--- src/rtl/freq_meter_pkg.sv ---
// freq_meter_pkg
//   Shared types and default sizing for the gated frequency meter.
//   state_t          : measurement FSM encoding (IDLE / MEASURE / REPORT)
//   DEF_GATE_CYCLES  : clk cycles per gate, 1 s at a 40 MHz system clock
//   DEF_CNT_W        : width of the edge counter and of the freq result
package freq_meter_pkg;

    typedef enum logic [1:0] {
        ST_IDLE    = 2'd0,
        ST_MEASURE = 2'd1,
        ST_REPORT  = 2'd2
    } state_t;

    localparam int DEF_GATE_CYCLES = 40_000_000;
    localparam int DEF_CNT_W       = 20;

endpackage

--- src/rtl/freq_meter_if.sv ---
// freq_meter_if
//   Control / result bundle of the frequency meter.
//   enable   : requester -> meter, keep high for back-to-back gates
//   sig_in   : requester -> meter, asynchronous square wave under test
//   freq     : meter -> requester, rising-edge count of last completed gate
//   valid    : meter -> requester, one-cycle pulse on a new freq/overflow
//   overflow : meter -> requester, last completed gate saturated the counter
//   busy     : meter -> requester, FSM is not IDLE
interface freq_meter_if
    import freq_meter_pkg::*;
#(
    parameter int CNT_W = DEF_CNT_W
);
    logic             enable;
    logic             sig_in;
    logic [CNT_W-1:0] freq;
    logic             valid;
    logic             overflow;
    logic             busy;

    modport master (
        output enable, sig_in,
        input  freq, valid, overflow, busy
    );

    modport slave (
        input  enable, sig_in,
        output freq, valid, overflow, busy
    );
endinterface

--- src/rtl/freq_meter_sync_edge_det.sv ---
// sync_edge_det
//   Two-flop synchronizer plus a history flop; emits a one-cycle pulse on
//   each rising edge of an asynchronous input.
//   clk     : system clock
//   reset   : synchronous, active-low
//   d_async : asynchronous input
//   rise    : one-cycle rising-edge pulse, valid in the cycle after the
//             second synchronizer stage captures the new level
module sync_edge_det (
    input  logic clk,
    input  logic reset,
    input  logic d_async,
    output logic rise
);
    logic r_s1;
    logic r_s2;
    logic r_hist;

    always_ff @(posedge clk) begin
        if (!reset) begin
            r_s1   <= 1'b0;
            r_s2   <= 1'b0;
            r_hist <= 1'b0;
        end else begin
            r_s1   <= d_async;
            r_s2   <= r_s1;
            r_hist <= r_s2;
        end
    end

    // A level held high through reset release reads as one fresh edge,
    // because the history flop comes out of reset at 0.
    assign rise = r_s2 & ~r_hist;

endmodule

--- src/rtl/freq_meter.sv ---
// freq_meter
//   Counts rising edges of an asynchronous signal over a fixed gate of
//   GATE_CYCLES clk cycles, reports the count for one cycle, and repeats
//   while enable stays high. Counter saturates with a sticky overflow.
//   clk   : system clock
//   reset : synchronous, active-low
//   bus   : freq_meter_if.slave (enable, sig_in in; freq, valid,
//           overflow, busy out)
module freq_meter
    import freq_meter_pkg::*;
#(
    parameter int GATE_CYCLES = DEF_GATE_CYCLES,
    parameter int CNT_W       = DEF_CNT_W
) (
    input  logic          clk,
    input  logic          reset,
    freq_meter_if.slave   bus
);
    localparam int               GW        = $clog2(GATE_CYCLES);
    localparam logic [GW-1:0]    GATE_LAST = GW'(GATE_CYCLES - 1);
    localparam logic [CNT_W-1:0] CNT_MAX   = '1;

    state_t           r_state;
    state_t           w_next;
    logic [GW-1:0]    r_gate;
    logic [CNT_W-1:0] r_edges;
    logic             r_sticky;
    logic [CNT_W-1:0] r_freq;
    logic             r_ovf;

    logic             w_rise;
    logic             w_last;
    logic             w_sat;
    logic [CNT_W-1:0] w_edges_nx;
    logic             w_sticky_nx;
    logic             w_counting;

    // Runs in every state so the edge history is always current.
    sync_edge_det u_sync (
        .clk     (clk),
        .reset   (reset),
        .d_async (bus.sig_in),
        .rise    (w_rise)
    );

    // ---------------- FSM: state register ----------------
    always_ff @(posedge clk) begin
        if (!reset) r_state <= ST_IDLE;
        else        r_state <= w_next;
    end

    // ---------------- FSM: next state ----------------
    always_comb begin
        w_next = r_state;
        case (r_state)
            ST_IDLE:    if (bus.enable) w_next = ST_MEASURE;
            ST_MEASURE: begin
                // Abort wins over gate completion.
                if (!bus.enable)  w_next = ST_IDLE;
                else if (w_last)  w_next = ST_REPORT;
            end
            ST_REPORT:  w_next = bus.enable ? ST_MEASURE : ST_IDLE;
            default:    w_next = ST_IDLE;
        endcase
    end

    // ---------------- FSM: outputs ----------------
    always_comb begin
        bus.valid = (r_state == ST_REPORT);
        bus.busy  = (r_state != ST_IDLE);
    end

    // ---------------- gate / edge counting ----------------
    assign w_last      = (r_gate == GATE_LAST);
    assign w_sat       = w_rise && (r_edges == CNT_MAX);
    assign w_edges_nx  = (w_rise && !w_sat) ? r_edges + CNT_W'(1) : r_edges;
    assign w_sticky_nx = r_sticky | w_sat;
    // Abort cycles do not count; the counters simply clear.
    assign w_counting  = (r_state == ST_MEASURE) && bus.enable;

    always_ff @(posedge clk) begin
        if (!reset) begin
            r_gate   <= '0;
            r_edges  <= '0;
            r_sticky <= 1'b0;
            r_freq   <= '0;
            r_ovf    <= 1'b0;
        end else if (w_counting && !w_last) begin
            r_gate   <= r_gate + GW'(1);
            r_edges  <= w_edges_nx;
            r_sticky <= w_sticky_nx;
        end else begin
            // Last gate cycle captures the result including its own edge;
            // counters are zero through REPORT so the next gate starts clean.
            if (w_counting) begin
                r_freq <= w_edges_nx;
                r_ovf  <= w_sticky_nx;
            end
            r_gate   <= '0;
            r_edges  <= '0;
            r_sticky <= 1'b0;
        end
    end

    assign bus.freq     = r_freq;
    assign bus.overflow = r_ovf;

endmodule

--- src/flat_wrapper.sv ---
// flat-port wrapper written by rule: the top's interface ports become plain ports
module freq_meter_flat import freq_meter_pkg::*;
#(
    parameter int GATE_CYCLES = DEF_GATE_CYCLES,
    parameter int CNT_W       = DEF_CNT_W
)
  (clk, reset, bus_enable, bus_sig_in, bus_freq, bus_valid, bus_overflow, bus_busy);
  freq_meter_if #(.CNT_W(CNT_W)) bus_i ();
  input  logic clk;
  input  logic reset;
  input wire logic [$bits(bus_i.enable)-1:0] bus_enable;
  input wire logic [$bits(bus_i.sig_in)-1:0] bus_sig_in;
  output wire logic [$bits(bus_i.freq)-1:0] bus_freq;
  output wire logic [$bits(bus_i.valid)-1:0] bus_valid;
  output wire logic [$bits(bus_i.overflow)-1:0] bus_overflow;
  output wire logic [$bits(bus_i.busy)-1:0] bus_busy;
  assign bus_i.enable = bus_enable;
  assign bus_i.sig_in = bus_sig_in;
  assign bus_freq = bus_i.freq;
  assign bus_valid = bus_i.valid;
  assign bus_overflow = bus_i.overflow;
  assign bus_busy = bus_i.busy;
  freq_meter #(.GATE_CYCLES(GATE_CYCLES), .CNT_W(CNT_W)) u_core (.clk(clk), .reset(reset), .bus(bus_i));
endmodule
--- config.mk ---
export PLATFORM = sky130hd
export DESIGN_NAME = freq_meter_flat
export DESIGN_NICKNAME = d
export VERILOG_FILES = /design/src/rtl/freq_meter_pkg.sv /design/src/rtl/freq_meter_if.sv /design/src/rtl/freq_meter_sync_edge_det.sv /design/src/rtl/freq_meter.sv /design/src/flat_wrapper.sv
export SDC_FILE = /design/constraint.sdc
export NUM_CORES = 1
export LEC_CHECK = 0
export ABC_AREA = 1
export BUFFER_PORTS_ARGS = -buffer_cell sky130_fd_sc_hd__buf_2
export CAP_MARGIN = 5
export CORE_MARGIN = 2
export CORE_UTILIZATION = 52
export DETAILED_ROUTE_END_ITERATION = 8
export GPL_TIMING_DRIVEN = 0
export PLACE_DENSITY = 0.74
export SLEW_MARGIN = 10
export SYNTH_ARGS = -nofsm -noshare
export SYNTH_HDL_FRONTEND = slang
export SYNTH_SLANG_ARGS = --single-unit
export TNS_END_PERCENT = 50
--- constraint.sdc ---
create_clock -name clk -period 2 [get_ports clk]
set_clock_uncertainty 0.05 [all_clocks]
set_input_delay 0.2 -clock clk [delete_from_list [all_inputs] [get_ports clk]]
set_output_delay 0.2 -clock clk [all_outputs]
set_load 0.05 [all_outputs]
After elaboration in Yosys (flattened, before gate mapping) --
Cells that the tools add are included.
Operators by class: add/subtract/negate cells 2, muxes and demuxes 6, bitwise gates (word level) 4, reduce and logical (&&, ||, !) cells 11, equal/unequal tests 6
Operators with widths (number):
- $add A26 B1 Y26 const B | 1
- $eq A26 B26 Y1 const B | 1
- $add A20 B1 Y20 const B | 1
- $eq A20 B20 Y1 const B | 1
- $mux W20 | 1
- $mux W2 | 3
- $pmux W2 S3 | 1
- $reduce_and A2 Y1 | 3
- $logic_and A1 B1 Y1 | 4
- $ne A3 B2 Y1 const B | 1
- $eq A2 B1 Y1 const B | 1
- $eq A2 B2 Y1 const B | 1
- $logic_not A1 Y1 | 2
- $logic_not A2 Y1 | 1
- $ne A2 B2 Y1 const B | 1
- $not A1 Y1 | 2
- $reduce_bool A2 Y1 | 1
- $and A1 B1 Y1 | 1
- $mux W1 | 1
- $or A1 B1 Y1 | 1
Storage, ports and cells: input port bits 4, flip-flop bits (word level) 73

Logic depth before layout (Yosys ltp) --
word-level depth 6, depth in mapped cells 11, gate-level depth less buffers 11

By module --
Synthesis repeated with hierarchy kept, for this count alone.
Second synthesis, totals: cells, all modules 573, area total of the unflattened synthesis 3754.9 um^2
Modules (own cells, without submodules):
- freq_meter | area an instance 3662.3 um^2, seq. area each 1401.3 um^2, instances 1, cells an instance 562
- sync_edge_det | area an instance 92.6 um^2, seq. area each 60.1 um^2, instances 1, cells an instance 11

Worst setup path after synthesis --
OpenSTA, ideal clock, no wires.
path type register to register, start point register u_core.r_gate[0], end point register u_core.r_freq[3], in the netlist u_core.bus.freq[3], path buffers 1, slack 0.359 ns, cell stages (with the launch flop) 12, data arrival time 1.482 ns, data required time 1.841 ns, cell sequence dfxtp_1 -> ha_1 -> nand2_2 -> nor2_4 -> nand2_2 -> nor2_4 -> nand3_4 -> clkinv_2 -> buf_6 -> nand3_1 -> nand2_1 -> inv_1
On the way: word-level cells in the longest chain between the ends 5
RTL lines:
- start, declared | RTL line freq_meter.sv:25 | logic [GW-1:0] r_gate;
- start signal, assigned | RTL line freq_meter.sv:89 | r_gate <= r_gate + GW'(1);
- $eq A26 B26 Y1 | RTL line freq_meter.sv:74 | assign w_last = (r_gate == GATE_LAST);
- $logic_not A1 Y1 | RTL line freq_meter.sv:88 | end else if (w_counting && !w_last) begin
- $logic_and A1 B1 Y1 | RTL line freq_meter.sv:88
- $not A1 Y1 (no source line)
- $reduce_and A2 Y1 (no source line)
- end signal, assigned | RTL line freq_meter.sv:96 | r_freq <= w_edges_nx;
- end, declared | RTL line freq_meter.sv:28 | logic [CNT_W-1:0] r_freq;
No other way between the ends. A chain may end at the register's enable or synchronous reset.

Worst setup path after layout --
start point register u_core.r_gate[0], end point register u_core.r_freq[1], in the netlist u_core.bus.freq[1]
Same word-level chain as after synthesis.

==> impl_metrics.json <==
{
  "hold_viol_final": 0,
  "cts_buffer_depth": 2,
  "dpl.hpwl_um": 6856,
  "syn_area_per_cell_um2": 6.711,
  "synth_top_family_by_area": "simple AND/OR/NAND/NOR gates",
  "path_max_fanout": 10,
  "setup_tns_ns": 0,
  "ioPinCount": 27,
  "grt_pass1_wl_um": 14790,
  "min_period_ns": 1.875,
  "maxCapViolCount": 0,
  "worstSetupPathType": "register to register",
  "postLayoutCellArea_um2": 4325,
  "cts_root_buffer": "clkbuf_8",
  "final-setup-viol-count": 0,
  "worstSkewPairLatency_ns": 0.36,
  "slew_viol_final": 0,
  "vias": 3589,
  "die_area_um2": 8045,
  "grt_overflow": 0,
  "ys.warnings.count": 0,
  "start_util_pct": 53.22,
  "clkSinkCount": 73,
  "routed_via_density": 5.048,
  "end_kind": "register",
  "tightestPinTransition_ns": 0.5867,
  "critPathRequiredTime_ns": 2.22,
  "cts_tree": "built",
  "cts.htree.levels": 3,
  "wl_per_cell_um": 12.82,
  "synth_seq_cells": 73,
  "slew_headroom_pct": 60.89,
  "synth.area.mux_share_pct": 0,
  "layout-drive-gt1-share_pct": 13.89,
  "dpl_cell_area_um2": 4073,
  "cts_made_buffers": 9,
  "p_leak_nw": 1.688,
  "nets": 613,
  "core.rowCount": 31,
  "synth-adder-area-share_pct": 0.6553,
  "synth_area_um2": 3819,
  "synth_cells": 569,
  "ys_seq_area_share_pct": 38.27,
  "n_antenna_cell": 0,
  "max_freq_ghz": 0.5332,
  "rsz0062_at_grt": "false",
  "port-buffer-count": 26,
  "vdd_drop_max_v": 0.0003671,
  "gp_congestion": 0.9757,
  "drt_iter0_drc": 211,
  "hold_class": "input pin to register",
  "syn_to_final_growth_pct": 13.27,
  "core_area_um2": 7176,
  "period_share_pct": 93.77,
  "syn-num-nets": 575,
  "first_global_vias": 3269,
  "routed_wl_um": 9117,
  "synth_compound_area_share_pct": 6.520,
  "holdWs_ns": 0.03063,
  "synth-simple-area-share_pct": 39.55,
  "drc": 0,
  "grt.total_usage_pct": 24.26,
  "synthXorXnorAreaFrac_pct": 3.440,
  "die_w_um": 89.70,
  "powerDensity_nw_per_um2": 664.1,
  "drtPass1Iterations": 4,
  "drtAntennaViolNets": 0,
  "clkTransAtPathRegs_ns": 0.08,
  "synth_cell_type_count": 32,
  "dieHeight_um": 89.70,
  "grt_max_degree": 15,
  "cp.arrival_ns": 2.10,
  "status": "finished clean",
  "critPathLaunchType": "register",
  "antenna_found_initial": 0
}
layout by cell type (no fill, tap or decap), types with 3 or more instances in the layout:
master      n
nor2_1     71
dfxtp_1    72
buf_6       8
nand2_1   157
buf_2      27
o21ai_0     4
inv_1      87
nand3_1    38
xor2_1     10
nand3b_1    5
nor2_4      3
nor3_2      3
nand3_2     6
nor2_2      5
xnor2_1     5
nand2_2     5
a21oi_1    42
nor3_1     12
nand4_1    13
clkbuf_8    9
flip-flops by register name, indices dropped and copies added (netlist names):
| register | count |
|---|---|
| u_core.r_gate | 26 |
| u_core.r_state | 2 |
| u_core.r_edges | 20 |
| u_core.r_sticky | 1 |
| u_core.bus.overflow | 1 |
| u_core.u_sync.r_hist | 1 |
| u_core.u_sync.r_s2 | 1 |
| u_core.u_sync.r_s1 | 1 |
| u_core.bus.freq | 20 |
what timing repair did:
action / 4_1_cts / 5_1_grt
endpoints found under the hold margin: 1 / 0
setup endpoints to repair: 0 / 59
buffers inserted: 0 / 0
resized for setup: 0 / 4
hold buffers: 1 / 0
layout make-up:
class | instances | area [um^2]
inverters | 91 | 342.8
repair buffers | 27 | 140.1
flip-flops and latches | 73 | 1463
plain buffers | 10 | 98.84
well taps | 99 | 123.9
clock buffers | 9 | 123.9
multi-input cells | 395 | 1931
clock inverters | 7 | 102.6
fillers | 689 | 2850
stage by stage:
stage | worst slack [ns] | power (mW) | std cells | utilization, %
2_1_floorplan | 0.3589 | 1.534 | 569 | -
3_3_place_gp | 0.07149 | 1.555 | 694 | 56.76
3_5_place_dp | 0.06000 | 1.556 | 694 | 56.76
4_1_cts | 0.05393 | 2.885 | 711 | 60.05
5_1_grt | 0.01253 | 2.965 | 711 | 60.28
6_report | 0.1246 | 2.873 | 711 | 60.28
where the power goes:
group | total, mW | internal, mW | switching (mW) | leakage, nW
Clock | 1.35 | 0.717 | 0.632 | 0.116
Combinational | 0.0630 | 0.0166 | 0.0463 | 0.984
Sequential | 1.46 | 1.46 | 0.00330 | 0.589
Total | 2.87 | 2.19 | 0.682 | 1.69
synth_stat cells:
master	instances	share of area (%)
and2_1	2	0.33
clkinv_1	1	0.098
nand3_1	38	5.0
a21oi_1	42	5.5
nand2_1	157	15
nor3b_1	2	0.39
clkinv_2	1	0.13
o21ai_0	4	0.52
nand2_4	1	0.29
buf_2	1	0.13
buf_6	8	2.4
inv_2	2	0.20
nor2_1	71	7.0
xnor2_1	5	1.1
inv_1	87	8.6
nand3_4	2	0.92
nand3b_1	5	0.98
nor3_2	3	0.79
dfxtp_1	73	38
xor2_1	10	2.3
ha_1	2	0.66
a21oi_2	1	0.23
nor2_4	3	0.88
nand4_1	13	2.1
nor4_1	2	0.33
clkbuf_1	1	0.098
or2_2	2	0.33
nand3_2	6	1.6
nor3_1	12	1.6
nand2_2	5	0.82
nor2_2	5	0.82
o21ai_1	2	0.26
path summary, 6_finish.rpt:
| path | start | to | slack [ns] | depth (start not counted) |
|---|---|---|---|---|
| worst min-delay path | bus_enable | u_core.r_state[0] | 0.03 | 3 |
| worst min register to register | u_core.u_sync.r_s1 | u_core.u_sync.r_s2 | 0.38 | 2 |
| worst max register to register | u_core.r_gate[0] | u_core.bus.freq[1] | 0.12 | 11 |
| worst max-delay path | u_core.r_gate[0] | u_core.bus.freq[1] | 0.12 | 11 |
metal layers:
layer	track usage, %	part of all wire [%]
met3	4.570	3.7
met4	14.38	2.9
met5	0	0
met2	40.51	49
met1	28.90	44
worst max-delay path, stage by stage, from the launching register on:
cell and delay [ns]:
dfxtp_1 0.42, ha_4 0.19, nand2_2 0.07, nor2_4 0.12, nand2_2 0.13, nor2_4 0.16, nand3_4 0.14, clkinv_2 0.11
buf_6 0.15, nand3_1 0.12, nand2_1 0.08, inv_1 0.03
cell families after synthesis:
| group | Yosys count |
|---|---|
| simple gates | 329 |
| flops | 73 |
| compound gates | 49 |
| fa+ha+maj | 2 |
| buf+inv | 101 |
| xor+xnor | 15 |
(Power assumes the default switching activity.)
